File: config.mk
export PLATFORM = sky130hd
export DESIGN_NAME = mips_multicycle_ctrl_flat
export DESIGN_NICKNAME = d
export VERILOG_FILES = /design/src/rtl/mips_multicycle_ctrl_if.sv /design/src/rtl/mips_multicycle_ctrl.sv /design/src/flat_wrapper.sv
export SDC_FILE = /design/constraint.sdc
export NUM_CORES = 1
export LEC_CHECK = 0
export CAP_MARGIN = 10
export CORE_MARGIN = 3
export CORE_UTILIZATION = 43
export CTS_BUF_LIST = sky130_fd_sc_hd__clkbuf_4
export CTS_CLUSTER_DIAMETER = 80
export DETAILED_ROUTE_END_ITERATION = 8
export HOLD_SLACK_MARGIN = 0.15
export MAX_ROUTING_LAYER = met4
export PLACE_DENSITY_LB_ADDON = 0.1
export SLEW_MARGIN = 0
export SYNTH_ARGS = -nofsm -noshare
export SYNTH_HDL_FRONTEND = slang
export SYNTH_SLANG_ARGS = --single-unit
export TNS_END_PERCENT = 30
File: constraint.sdc
create_clock -name clk -period 1.9 [get_ports clk]
set_input_delay 0.19 -clock clk [delete_from_list [all_inputs] [get_ports clk]]
set_output_delay 0.19 -clock clk [all_outputs]
set_load 0.005 [all_outputs]
File: src/rtl/mips_multicycle_ctrl_if.sv
// rtl/mips_multicycle_ctrl_if.sv - datapath-facing bundle of the multicycle MIPS controller
interface mips_multicycle_ctrl_if #(
  parameter int CNT_W = 16
);
  logic [5:0]       opcode;
  logic [5:0]       funct;
  logic             zero;
  logic             mem_ready;
  logic             pc_ld;
  logic             ir_w;
  logic             reg_rd;
  logic             reg_wr;
  logic             mem_rd;
  logic             mem_wd;
  logic             sel_dir;
  logic             sel_dest;
  logic             sel_dat;
  logic             sel_operB;
  logic [1:0]       sel_pc;
  logic [2:0]       sel_operA;
  logic [2:0]       alu_fun;
  logic [2:0]       state;
  logic             err;
  logic [CNT_W-1:0] instr_count;

  modport master (
    input  opcode, funct, zero, mem_ready,
    output pc_ld, ir_w, reg_rd, reg_wr, mem_rd, mem_wd,
    output sel_dir, sel_dest, sel_dat, sel_operB, sel_pc, sel_operA, alu_fun,
    output state, err, instr_count
  );

  modport slave (
    output opcode, funct, zero, mem_ready,
    input  pc_ld, ir_w, reg_rd, reg_wr, mem_rd, mem_wd,
    input  sel_dir, sel_dest, sel_dat, sel_operB, sel_pc, sel_operA, alu_fun,
    input  state, err, instr_count
  );
endinterface

File: src/rtl/mips_multicycle_ctrl.sv
// rtl/mips_multicycle_ctrl.sv - opcode-driven multicycle MIPS control unit with wait-state timeout
module mips_multicycle_ctrl #(
  parameter int WAIT_W  = 4,
  parameter int TIMEOUT = 15,
  parameter int CNT_W   = 16
) (
  input  logic                    clk,
  input  logic                    reset,
  mips_multicycle_ctrl_if.master  bus
);
  typedef enum logic [2:0] {
    FETCH = 3'd0,
    DECO  = 3'd1,
    EXE   = 3'd2,
    MEM   = 3'd3,
    WB    = 3'd4,
    ERR   = 3'd5
  } state_t;

  localparam logic [5:0] OP_R    = 6'h00;
  localparam logic [5:0] OP_LW   = 6'h23;
  localparam logic [5:0] OP_SW   = 6'h2B;
  localparam logic [5:0] OP_BEQ  = 6'h04;
  localparam logic [5:0] OP_J    = 6'h02;
  localparam logic [5:0] OP_ADDI = 6'h08;

  localparam logic [2:0] ALU_AND = 3'b000;
  localparam logic [2:0] ALU_OR  = 3'b001;
  localparam logic [2:0] ALU_ADD = 3'b010;
  localparam logic [2:0] ALU_SUB = 3'b110;
  localparam logic [2:0] ALU_SLT = 3'b111;

  state_t            st, st_nx;
  logic [WAIT_W-1:0] wait_cnt;
  logic [CNT_W-1:0]  cnt;
  logic              err_q;

  logic       is_r, is_lw, is_sw, is_beq, is_j, is_addi;
  logic       funct_ok, op_ok, timed_out, retire;
  logic [2:0] alu_r;

  logic pc_ld_c, ir_w_c, reg_rd_c, reg_wr_c, mem_rd_c, mem_wd_c;
  logic sel_dir_c, sel_dest_c, sel_dat_c, sel_operB_c;
  logic [1:0] sel_pc_c;
  logic [2:0] sel_operA_c, alu_fun_c;

  assign is_r    = (bus.opcode == OP_R);
  assign is_lw   = (bus.opcode == OP_LW);
  assign is_sw   = (bus.opcode == OP_SW);
  assign is_beq  = (bus.opcode == OP_BEQ);
  assign is_j    = (bus.opcode == OP_J);
  assign is_addi = (bus.opcode == OP_ADDI);

  always_comb begin
    alu_r    = ALU_ADD;
    funct_ok = 1'b1;
    case (bus.funct)
      6'h20:   alu_r = ALU_ADD;
      6'h22:   alu_r = ALU_SUB;
      6'h24:   alu_r = ALU_AND;
      6'h25:   alu_r = ALU_OR;
      6'h2A:   alu_r = ALU_SLT;
      default: funct_ok = 1'b0;
    endcase
  end

  assign op_ok     = (is_r && funct_ok) || is_lw || is_sw || is_beq || is_j || is_addi;
  assign timed_out = (wait_cnt == WAIT_W'(TIMEOUT));
  // Any instruction completing returns to FETCH; ERR never does, so it is excluded.
  assign retire    = (st_nx == FETCH) && (st != FETCH) && (st != ERR);

  always_comb begin
    st_nx = st;
    case (st)
      FETCH: begin
        if (bus.mem_ready)   st_nx = DECO;
        else if (timed_out)  st_nx = ERR;
      end
      DECO: begin
        if (is_j)            st_nx = FETCH;
        else if (!op_ok)     st_nx = ERR;
        else                 st_nx = EXE;
      end
      EXE: begin
        if (is_r || is_addi)     st_nx = WB;
        else if (is_lw || is_sw) st_nx = MEM;
        else if (is_beq)         st_nx = FETCH;
        else                     st_nx = ERR;
      end
      MEM: begin
        if (bus.mem_ready)   st_nx = is_lw ? WB : FETCH;
        else if (timed_out)  st_nx = ERR;
      end
      WB:      st_nx = FETCH;
      default: st_nx = ERR;
    endcase
  end

  always_ff @(posedge clk or posedge reset) begin
    if (reset) begin
      st       <= FETCH;
      wait_cnt <= '0;
      cnt      <= '0;
      err_q    <= 1'b0;
    end else begin
      st <= st_nx;
      if (st_nx != st)
        wait_cnt <= '0;
      else if ((st == FETCH || st == MEM) && !bus.mem_ready)
        wait_cnt <= wait_cnt + WAIT_W'(1);
      if (retire)
        cnt <= cnt + CNT_W'(1);
      if (st_nx == ERR)
        err_q <= 1'b1;
    end
  end

  always_comb begin
    pc_ld_c     = 1'b0;
    ir_w_c      = 1'b0;
    reg_rd_c    = 1'b0;
    reg_wr_c    = 1'b0;
    mem_rd_c    = 1'b0;
    mem_wd_c    = 1'b0;
    sel_dir_c   = 1'b0;
    sel_dest_c  = 1'b0;
    sel_dat_c   = 1'b0;
    sel_operB_c = 1'b0;
    sel_pc_c    = 2'b00;
    sel_operA_c = 3'b000;
    alu_fun_c   = 3'b000;
    case (st)
      FETCH: begin
        mem_rd_c    = 1'b1;
        sel_operA_c = 3'b011;
        alu_fun_c   = ALU_ADD;
        if (bus.mem_ready) begin
          ir_w_c  = 1'b1;
          pc_ld_c = 1'b1;
        end
      end
      DECO: begin
        // PC+4 + imm<<2 is computed here so RegALU holds the branch target in EXE.
        reg_rd_c    = 1'b1;
        sel_operA_c = 3'b010;
        alu_fun_c   = ALU_ADD;
        if (is_j) begin
          pc_ld_c  = 1'b1;
          sel_pc_c = 2'b10;
        end
      end
      EXE: begin
        sel_operB_c = 1'b1;
        if (is_r) begin
          alu_fun_c = alu_r;
        end else if (is_beq) begin
          alu_fun_c = ALU_SUB;
          if (bus.zero) begin
            pc_ld_c  = 1'b1;
            sel_pc_c = 2'b01;
          end
        end else begin
          sel_operA_c = 3'b001;
          alu_fun_c   = ALU_ADD;
        end
      end
      MEM: begin
        sel_dir_c = 1'b1;
        mem_rd_c  = is_lw;
        mem_wd_c  = is_sw;
      end
      WB: begin
        reg_wr_c   = 1'b1;
        sel_dest_c = is_r;
        sel_dat_c  = is_lw;
      end
      default: ;
    endcase
  end

  // Strobes are gated by reset directly so they fall without waiting for a clock.
  assign bus.pc_ld       = pc_ld_c  & ~reset;
  assign bus.ir_w        = ir_w_c   & ~reset;
  assign bus.reg_rd      = reg_rd_c & ~reset;
  assign bus.reg_wr      = reg_wr_c & ~reset;
  assign bus.mem_rd      = mem_rd_c & ~reset;
  assign bus.mem_wd      = mem_wd_c & ~reset;
  assign bus.sel_dir     = sel_dir_c;
  assign bus.sel_dest    = sel_dest_c;
  assign bus.sel_dat     = sel_dat_c;
  assign bus.sel_operB   = sel_operB_c;
  assign bus.sel_pc      = sel_pc_c;
  assign bus.sel_operA   = sel_operA_c;
  assign bus.alu_fun     = alu_fun_c;
  assign bus.state       = st;
  assign bus.err         = err_q;
  assign bus.instr_count = cnt;
endmodule

File: src/flat_wrapper.sv
// flat-port wrapper written by rule: the top's interface ports become plain ports
module mips_multicycle_ctrl_flat 
#(
  parameter int WAIT_W  = 4,
  parameter int TIMEOUT = 15,
  parameter int CNT_W   = 16
)
  (clk, reset, bus_opcode, bus_funct, bus_zero, bus_mem_ready, bus_pc_ld, bus_ir_w, bus_reg_rd, bus_reg_wr, bus_mem_rd, bus_mem_wd, bus_sel_dir, bus_sel_dest, bus_sel_dat, bus_sel_operB, bus_sel_pc, bus_sel_operA, bus_alu_fun, bus_state, bus_err, bus_instr_count);
  mips_multicycle_ctrl_if #(.CNT_W(CNT_W)) bus_i ();
  input  logic clk;
  input  logic reset;
  input wire logic [$bits(bus_i.opcode)-1:0] bus_opcode;
  input wire logic [$bits(bus_i.funct)-1:0] bus_funct;
  input wire logic [$bits(bus_i.zero)-1:0] bus_zero;
  input wire logic [$bits(bus_i.mem_ready)-1:0] bus_mem_ready;
  output wire logic [$bits(bus_i.pc_ld)-1:0] bus_pc_ld;
  output wire logic [$bits(bus_i.ir_w)-1:0] bus_ir_w;
  output wire logic [$bits(bus_i.reg_rd)-1:0] bus_reg_rd;
  output wire logic [$bits(bus_i.reg_wr)-1:0] bus_reg_wr;
  output wire logic [$bits(bus_i.mem_rd)-1:0] bus_mem_rd;
  output wire logic [$bits(bus_i.mem_wd)-1:0] bus_mem_wd;
  output wire logic [$bits(bus_i.sel_dir)-1:0] bus_sel_dir;
  output wire logic [$bits(bus_i.sel_dest)-1:0] bus_sel_dest;
  output wire logic [$bits(bus_i.sel_dat)-1:0] bus_sel_dat;
  output wire logic [$bits(bus_i.sel_operB)-1:0] bus_sel_operB;
  output wire logic [$bits(bus_i.sel_pc)-1:0] bus_sel_pc;
  output wire logic [$bits(bus_i.sel_operA)-1:0] bus_sel_operA;
  output wire logic [$bits(bus_i.alu_fun)-1:0] bus_alu_fun;
  output wire logic [$bits(bus_i.state)-1:0] bus_state;
  output wire logic [$bits(bus_i.err)-1:0] bus_err;
  output wire logic [$bits(bus_i.instr_count)-1:0] bus_instr_count;
  assign bus_i.opcode = bus_opcode;
  assign bus_i.funct = bus_funct;
  assign bus_i.zero = bus_zero;
  assign bus_i.mem_ready = bus_mem_ready;
  assign bus_pc_ld = bus_i.pc_ld;
  assign bus_ir_w = bus_i.ir_w;
  assign bus_reg_rd = bus_i.reg_rd;
  assign bus_reg_wr = bus_i.reg_wr;
  assign bus_mem_rd = bus_i.mem_rd;
  assign bus_mem_wd = bus_i.mem_wd;
  assign bus_sel_dir = bus_i.sel_dir;
  assign bus_sel_dest = bus_i.sel_dest;
  assign bus_sel_dat = bus_i.sel_dat;
  assign bus_sel_operB = bus_i.sel_operB;
  assign bus_sel_pc = bus_i.sel_pc;
  assign bus_sel_operA = bus_i.sel_operA;
  assign bus_alu_fun = bus_i.alu_fun;
  assign bus_state = bus_i.state;
  assign bus_err = bus_i.err;
  assign bus_instr_count = bus_i.instr_count;
  mips_multicycle_ctrl #(.WAIT_W(WAIT_W), .TIMEOUT(TIMEOUT), .CNT_W(CNT_W)) u_core (.clk(clk), .reset(reset), .bus(bus_i));
endmodule
Word level (Yosys, flattened, before mapping) --
Cells that the tools add are included.
Operators by class: $add $sub $neg 2, reductions and logical operators 20, equal/unequal tests 18, mux-type cells 40, bitwise gates (word level) 7
Operators with widths (number):
- $eq A6 B6 Y1 const B | 7
- $mux W3 | 12
- $add A16 B1 Y16 const B | 1
- $mux W1 | 16
- $pmux W3 S5 | 1
- $pmux W3 S4 | 1
- $pmux W3 S3 | 1
- $logic_or A1 B1 Y1 | 8
- $mux W4 | 2
- $and A1 B1 Y1 | 6
- $eq A3 B2 Y1 const B | 2
- $eq A3 B3 Y1 const B | 2
- $eq A6 B2 Y1 const B | 1
- $eq A6 B3 Y1 const B | 1
- $eq A6 B4 Y1 const B | 1
- $logic_not A3 Y1 | 2
- $logic_not A6 Y1 | 1
- $mux W2 | 3
- $pmux W3 S2 | 1
- $reduce_or A5 Y1 | 1
- $add A4 B1 Y4 const B | 1
- $eq A4 B4 Y1 const B | 1
- $logic_and A1 B1 Y1 | 4
- $pmux W2 S2 | 1
- 10 further kinds | 10
Word-level totals: bits in registers 24, output and inout bits 38, logic and storage cells 91, input bits 16

Longest topological paths before layout --
Gate-level depths: netlist (run 1).
depth in word-level cells 15, mapped depth 8, gate-level depth less buffers 8

Least setup slack after synthesis (run 1) --
OpenSTA, ideal clock, no wires.
path kind reg2reg, start register u_core.wait_cnt[0], end register u_core.cnt[11] (netlist: u_core.bus.instr_count[11]), setup time 79 ps, arrival 2044 ps, setup slack -223 ps, period minus slack after synthesis 2123 ps, path buffers 0, cell stages (with the launch flop) 9, data required time 1821 ps, cells stage by stage dfrtp_1 ha_1 a31oi_1 a22oi_1 or3_1 nor3b_1 nand2_1 nor4_1 xor2_1
On the way: word-level cells in the longest chain between the ends 7, elaborated cells on any way between the ends 8, those cells by class eq/ne: 1; mux: 4; reduce/logical: 3
RTL lines:
- start: declaration | RTL line mips_multicycle_ctrl.sv:34 | logic [WAIT_W-1:0] wait_cnt;
- start signal: assignment | RTL line mips_multicycle_ctrl.sv:110 | wait_cnt <= wait_cnt + WAIT_W'(1);
- $eq A4 B4 Y1 (*) | RTL line mips_multicycle_ctrl.sv:68 | assign timed_out = (wait_cnt == WAIT_W'(TIMEOUT));
- $mux W3 (*) | RTL line mips_multicycle_ctrl.sv:77, mips_multicycle_ctrl.sv:92
- $mux W3, on equally long branches | RTL line mips_multicycle_ctrl.sv:91, mips_multicycle_ctrl.sv:76
- $pmux W3 S5 (*) | RTL line mips_multicycle_ctrl.sv:74 | case (st)
- $logic_not A3 Y1 (*) | RTL line mips_multicycle_ctrl.sv:70 | assign retire = (st_nx == FETCH) && (st != FETCH) && (st != ERR);
- $logic_and A1 B1 Y1 (*) (2 in a row) | RTL line mips_multicycle_ctrl.sv:70
- end signal: assignment | RTL line mips_multicycle_ctrl.sv:112 | cnt <= cnt + CNT_W'(1);
- end: declaration | RTL line mips_multicycle_ctrl.sv:35 | logic [CNT_W-1:0] cnt;
Every way passes the cells marked *; elsewhere a longest branch is shown, timed or not. A chain may end at the register's enable or synchronous reset.

Worst setup path in the final report (run 1) --
start register u_core.st[0] (netlist: u_core.bus.state[0]), end register u_core.cnt[12] (netlist: u_core.bus.instr_count[12])
On the way: word-level cells in the longest chain between the ends 6, elaborated cells on any way between the ends 14, those cells by class eq/ne: 5; mux: 4; reduce/logical: 5
RTL lines:
- start: declaration | RTL line mips_multicycle_ctrl.sv:33 | state_t st, st_nx;
- start signal: assignment | RTL line mips_multicycle_ctrl.sv:106 | st <= st_nx;
- $mux W3 | RTL line mips_multicycle_ctrl.sv:77, mips_multicycle_ctrl.sv:92
- $mux W3, on equally long branches | RTL line mips_multicycle_ctrl.sv:91, mips_multicycle_ctrl.sv:76
- $pmux W3 S5 | RTL line mips_multicycle_ctrl.sv:74
- $logic_not A3 Y1 | RTL line mips_multicycle_ctrl.sv:70
- $logic_and A1 B1 Y1 | RTL line mips_multicycle_ctrl.sv:70
- $logic_and A1 B1 Y1 (*) | RTL line mips_multicycle_ctrl.sv:70
Marked as above.

==> flow_summary_export.csv, run 1 <==
group,metric,value,unit
run_status,status,"finished with violations",
run_status,violations,"setup timing",
grt,grt_use_total,23.5,%
floorplanning,die_area,4580,µm²
clock_network,clockBufferDepth,2,
worst_setup_path,crit_start,"u_core.bus.state[0]",
clock_network,htree_levels,1,
yosys,synth_edf_count,0,
worst_setup_path,crit_type,"register to register",
sta,slew-limit-headroom,58.0,%
clock_network,cts-buffers-inserted,3,
finish,finalInstanceArea,2970,µm²
finish,syn_to_final_growth,81.8,%
placed_design,dp.cells,323,
yosys,synth_area,1630,µm²
power_and_ir_drop,p_sw_share,41.4,%
sta,rsz0062_at_grt,"yes",
yosys,ys.flop_type,"dfrtp_1",
power_and_ir_drop,comb_power_share,67.8,%
detailed_routing,post_drt_via_cell_ratio,5.46,
worst_setup_path,slowest_stage,"dfrtp_2",
power_and_ir_drop,leakagePower,0.00147,µW
yosys,synth_seq_cells,24,
worst_setup_path,critical_path.max_fanout,6,
power_and_ir_drop,ir_drop,0.926,mV
floorplanning,die_w,67.6,µm
grt,grt_pass1_vias,1751,
worst_setup_path,path_cells,"buf_8 -> or3b_4 -> o31a_1 -> o211ai_1 -> and4_4 -> nand2_8 -> nor4b_4 -> xor2_1",
grt,grt_antenna_before_repair,0,
sta,worst_slack,-0.251,ns
floorplanning,ios,54,
worst_setup_path,cpPeakStageDelay,0.44,ns
yosys,avgSynthCellArea,8.69,µm²
power_and_ir_drop,power_density,994,nW/µm²
placed_design,dpl.hpwl,3.34,mm
floorplanning,start_util,46.8,%
finish,antennaDiodeCount,0,
worst_setup_path,critPathArrivalTime,2.40,ns
detailed_routing,drt-total-wl,5.61,mm
job,maxCapViolCount,0,
sta,fmax,0.465,GHz
yosys,synth_cell_types,50,
clock_network,cts_num_sinks,24,
sta,hold_violations,0,
worst_setup_path,cp.required,2.15,ns
grt,grt_pass1_wl,7.98,mm
grt,grt_overflow,0,
power_and_ir_drop,seqPwrFrac,24.0,%
power_and_ir_drop,p_switching,1220,µW
sta,fin_crit_sh,113,%
detailed_routing,wire_per_inst,16.4,µm
detailed_routing,vias,1873,
yosys,yosys.area.top_type,"dfrtp_1",
clock_network,hold_buffers,0,
placed_design,routabilityCongestion,0.913,
detailed_routing,remaining_drc_errors,0,
sta,finalClockSkew,0.00265,ns
clock_network,cts.clk_slew.worst_paths,0.12,ns
finish,drive_gt1_share,41.1,%
sta,setup_viol,23,
placed_design,io_buffers,52,
min_path,hold_path_class,"primary input to asynchronous set/reset pin",
placed_design,dpl-instance-area,2530,µm²
detailed_routing,dr.pass1.iters,4,
power_and_ir_drop,internal_power,1730,µW
yosys,ys_seq_area_share,36.8,%
yosys,synth.area.top_cells,"dfrtp_1 37%, xor2_1 9.1%, nand2_1 5.5%, nor2_1 4.6%, nor3_1 4.0%",
yosys,syn_inst,188,
sta,fin_crit,2.15,ns
finish,instances_no_fill,343,
grt,grt_max_degree,25,
floorplanning,die_h,67.6,µm
yosys,synthArstFlopShare,100,%
worst_setup_path,critPathLaunchType,"register",
detailed_routing,first_iter_violations,100,
sta,final_max_slew_viol_count,0,
detailed_routing,ant_nets,0,
yosys,yosysWarnings,0,
sta,worstMarginPinSlew,0.628,ns
yosys,synth_top_area_share,36.8,%
clock_network,ctsRootBufferMaster,"clkbuf_4",
finish,nets,316,
worst_setup_path,critPathTopFamily,"simple AND/OR/NAND/NOR gates",
worst_setup_path,critPathBufInv,1,
clock_network,cts_tree,"built",
floorplanning,rows,21,
yosys,synth_nets,206,
worst_setup_path,end_kind,"register",
worst_setup_path,r2r_start,"u_core.bus.state[0]",
floorplanning,core_area,3490,µm²
clock_network,worstSkewPairLatency,0.31,ns
power_and_ir_drop,pwr-share-clk,8.2,%
==> registers in the layout, indices dropped and copies added (netlist names) <==
register,count
u_core.bus.err,1
u_core.bus.instr_count,16
u_core.bus.state,3
u_core.wait_cnt,4
==> routing by layer <==
layer / routed length, µm / GRT usage [%] / vias to the layer above
met2: 2810 / 38.6 / 87
met5: 0 / - / -
met3: 391 / 2.83 / 18
met1: 2220 / 29.1 / 887
met4: 190 / 9.62 / 0
li1: - / - / 881
==> power groups by stage <==
stage,Clock (µW),Combinational [µW],Sequential [µW]
6_report,241,2000,708
4_1_cts,245,1690,685
2_1_floorplan,0,740,711
5_1_grt,266,2130,722
3_5_place_dp,0,1430,688
3_3_place_gp,0,1410,685
==> worst min-delay path, cell delays in order <==
cell	delay, ns
clkdlybuf4s50_1	0.50
inv_1	0.12
buf_4	0.31
==> logic make-up after synthesis <==
group           after synthesis  share of synthesized area [%]
compound gates               24                           10.5
xor+xnor                     20                           10.7
fa+ha+maj                     2                           1.53
buf+inv                      12                           3.14
flops                        24                           36.8
mux                           2                           1.30
other cells                   1                          0.229
simple gates                103                           35.8
==> layout by cell type, fill, tap and decap left out, types with 7 or more instances in the layout <==
master           instances
nor3_2                   7
nor2_1                  16
buf_2                    8
dfrtp_1                 23
xor2_1                  15
clkdlybuf4s50_1         26
buf_6                    7
inv_1                    7
dlygate4sd2_1            7
nand2_1                 21
buf_4                   46
==> synth_stat cells (3+ instances only) <==
cell type / number
nor3_1: 13
xor2_1: 17
nand2_1: 24
and3_1: 7
nor2b_1: 5
a21oi_1: 7
and2_1: 3
o21ai_0: 3
nor4_1: 4
nor2_1: 20
nand4_1: 3
inv_1: 7
dfrtp_1: 24
nand3_1: 5
xnor2_1: 3
==> path summary, 6_finish.rpt <==
check	end	slack (ns)	depth (start not counted)
max	u_core.bus.instr_count[12]	-0.25	8
min	u_core.bus.err	0.40	3
max reg2reg	u_core.bus.instr_count[12]	-0.25	8
min reg2reg	u_core.bus.err	0.47	1
max in group asynchronous	u_core.bus.state[0]	1.25	3
min in group clk	u_core.bus.err	0.47	1
==> final cells by class <==
cell class	count	area [µm²]
Fill cell	200	524
Inverter	7	26.3
Tap cell	46	57.6
Clock buffer	4	30.0
Sequential cell	24	602
Multi-Input combinational cell	153	1290
Timing Repair Buffer	109	966
==> stage by stage <==
stage | hold slack [ns] | util, % | total power (µW) | setup slack (ns) | TNS (ns)
2_1_floorplan | 0.210 | - | 1450 | -0.201 | -1.88
5_1_grt | 0.471 | 85.0 | 3120 | -0.320 | -5.07
3_3_place_gp | 0.440 | 72.3 | 2100 | -0.711 | -17.19
4_1_cts | 0.404 | 79.4 | 2620 | -0.285 | -3.59
3_5_place_dp | 0.444 | 72.3 | 2120 | -0.736 | -17.73
6_report | 0.403 | 85.0 | 2950 | -0.251 | -3.30
==> repair_timing <==
action / CTS / global route
setup buffers: 6 / 11
cloned: 1 / 0
pin swaps: 26 / 19
resized for setup: 84 / 37
endpoints found under the setup margin: 38 / 33
No activity file was read; power rests on OpenSTA's default activity.
==> run 2, diff against run 1 <==
CORE_ASPECT_RATIO = 0.75   (was default)
CORE_MARGIN = default   (was 3)
==> flow_summary_export.csv, run 2 (synthesis gave the netlist of run 1 again) <==
group,metric,value,unit
finish,drive_gt1_share,43.9,%
detailed_routing,dr.pass1.iters,4,
run_status,status,"finished with violations",
sta,final_max_slew_viol_count,0,
finish,syn_to_final_growth,85.2,%
detailed_routing,post_drt_via_cell_ratio,5.68,
sta,fin_crit,2.16,ns
clock_network,htree_levels,1,
floorplanning,core_area,3450,µm²
grt,grt_antenna_before_repair,0,
worst_setup_path,critPathArrivalTime,1.97,ns
clock_network,clockBufferDepth,2,
worst_setup_path,cp.required,1.71,ns
detailed_routing,vias,2016,
min_path,hold_path_class,"primary input to asynchronous set/reset pin",
detailed_routing,remaining_drc_errors,0,
clock_network,cts_num_sinks,24,
worst_setup_path,end_kind,"output pin",
sta,finalClockSkew,0.0105,ns
sta,worstMarginPinSlew,0.516,ns
sta,hold_violations,0,
worst_setup_path,critPathLaunchType,"register",
finish,nets,324,
clock_network,cts-buffers-inserted,3,
job,maxCapViolCount,0,
grt,grt_pass1_wl,8.58,mm
floorplanning,die_w,73.2,µm
sta,setup_viol,25,
sta,worst_slack,-0.259,ns
floorplanning,die_area,4050,µm²
detailed_routing,first_iter_violations,143,
clock_network,cts_tree,"built",
detailed_routing,wire_per_inst,18.2,µm
sta,fmax,0.463,GHz
grt,grt_use_total,28.0,%
power_and_ir_drop,ir_drop,1.13,mV
clock_network,worstSkewPairLatency,0.33,ns
run_status,violations,"setup timing",
clock_network,cts.clk_slew.worst_paths,0.13,ns
floorplanning,rows,18,
worst_setup_path,crit_type,"register to output pin",
clock_network,hold_buffers,0,
detailed_routing,drt-total-wl,6.48,mm
worst_setup_path,cpPeakStageDelay,0.47,ns
detailed_routing,ant_nets,0,
clock_network,ctsRootBufferMaster,"clkbuf_4",
finish,largest_reg_flops,16,
finish,final_common_cell,"buf_4",
finish,final_cell_mix,"55 x buf_4, 30 x clkdlybuf4s50_1, 23 x dfrtp_1",
grt,grt_overflow,0,
sta,rsz0062_at_grt,"yes",
worst_setup_path,path_cells,"or3b_4 -> nor4_4 -> and3_4 -> buf_6 -> a21oi_2 -> nor2_1 -> buf_2",
placed_design,routabilityCongestion,0.810,
sta,final.setup.tns,-3.94,ns
worst_setup_path,slowest_stage,"dfrtp_2",
placed_design,dpl.hpwl,3.51,mm
grt,grt_pass1_vias,1784,
grt,grt_max_degree,25,
worst_setup_path,critical_path.max_fanout,3,
sta,fin_hold_ws,0.392,ns
floorplanning,die_h,55.4,µm
sta,slew-limit-headroom,65.5,%
power_and_ir_drop,power_density,1030,nW/µm²
sta,fin_crit_sh,114,%
finish,antennaDiodeCount,0,
floorplanning,ios,54,
placed_design,io_buffers,52,
floorplanning,start_util,47.4,%
power_and_ir_drop,leakagePower,0.00147,µW
[run 2: stage by stage]
step / instance area (µm²) / total power, µW / std cells / setup WS [ns] / util [%]
floorplan: 1670 / 1450 / 188 / -0.201 / -
global placement: 2580 / 2110 / 333 / -0.688 / 74.8
detailed placement: 2580 / 2140 / 333 / -0.756 / 74.8
CTS: 2800 / 2700 / 346 / -0.228 / 81.2
global route: 3030 / 3270 / 355 / -0.311 / 87.8
finish: 3030 / 3120 / 355 / -0.259 / 87.8
[run 2: path summary, 6_finish.rpt]
| check | startpoint | end | slack, ns | cells past startpoint |
|---|---|---|---|---|
| worst max-delay path | u_core.bus.state[0] | bus_pc_ld | -0.26 | 7 |
| worst min register to register | u_core.bus.instr_count[15] | u_core.bus.instr_count[15] | 0.47 | 1 |
| max in group asynchronous | reset | u_core.bus.state[0] | 1.26 | 3 |
| worst min-delay path | reset | u_core.bus.state[2] | 0.39 | 3 |
| worst max register to register | u_core.bus.state[0] | u_core.bus.instr_count[12] | -0.24 | 8 |
| min in group clk | u_core.bus.instr_count[15] | u_core.bus.instr_count[15] | 0.47 | 1 |
[run 2: worst max-delay path, delay by kind of cell, from the launching register on]
kind                   cells  cell delay, ns
AND/OR/NAND/NOR            4            0.92
flip-flops                 1            0.47
buffers and inverters      2            0.22
AO/OA/AOI/OAI              1            0.02
[run 2: layout make-up]
cell class              instances  area [µm²]
multi-input cells             153        1290
clock inverters                 1        3.75
flip-flops and latches         24         602
repair buffers                117        1020
fillers                       178         419
well taps                      50        62.6
inverters                       7        26.3
clock buffers                   3        22.5
[run 2: power breakdown]
| part | internal (µW) | switching [µW] | total, µW |
|---|---|---|---|
| clock | 77.3 | 157 | 234 |
| sequential | 599 | 116 | 715 |
| combinational | 1100 | 1070 | 2170 |
| total | 1780 | 1350 | 3120 |
[run 2: metal layers]
layer / global-route usage, % / up-vias / part of all wire [%]
met5: - / - / 0
met4: 5.60 / 0 / 3.4
met3: 4.38 / 22 / 7.6
met2: 42.6 / 121 / 47
met1: 39.4 / 972 / 42
li1: - / 901 / -
[run 2: repair_timing]
| item | in CTS | in global routing |
|---|---|---|
| pin swaps | 22 | 22 |
| cloned | 1 | 1 |
| setup endpoints to repair | 38 | 32 |
| setup buffers | 9 | 10 |
| gates resized for setup | 88 | 35 |
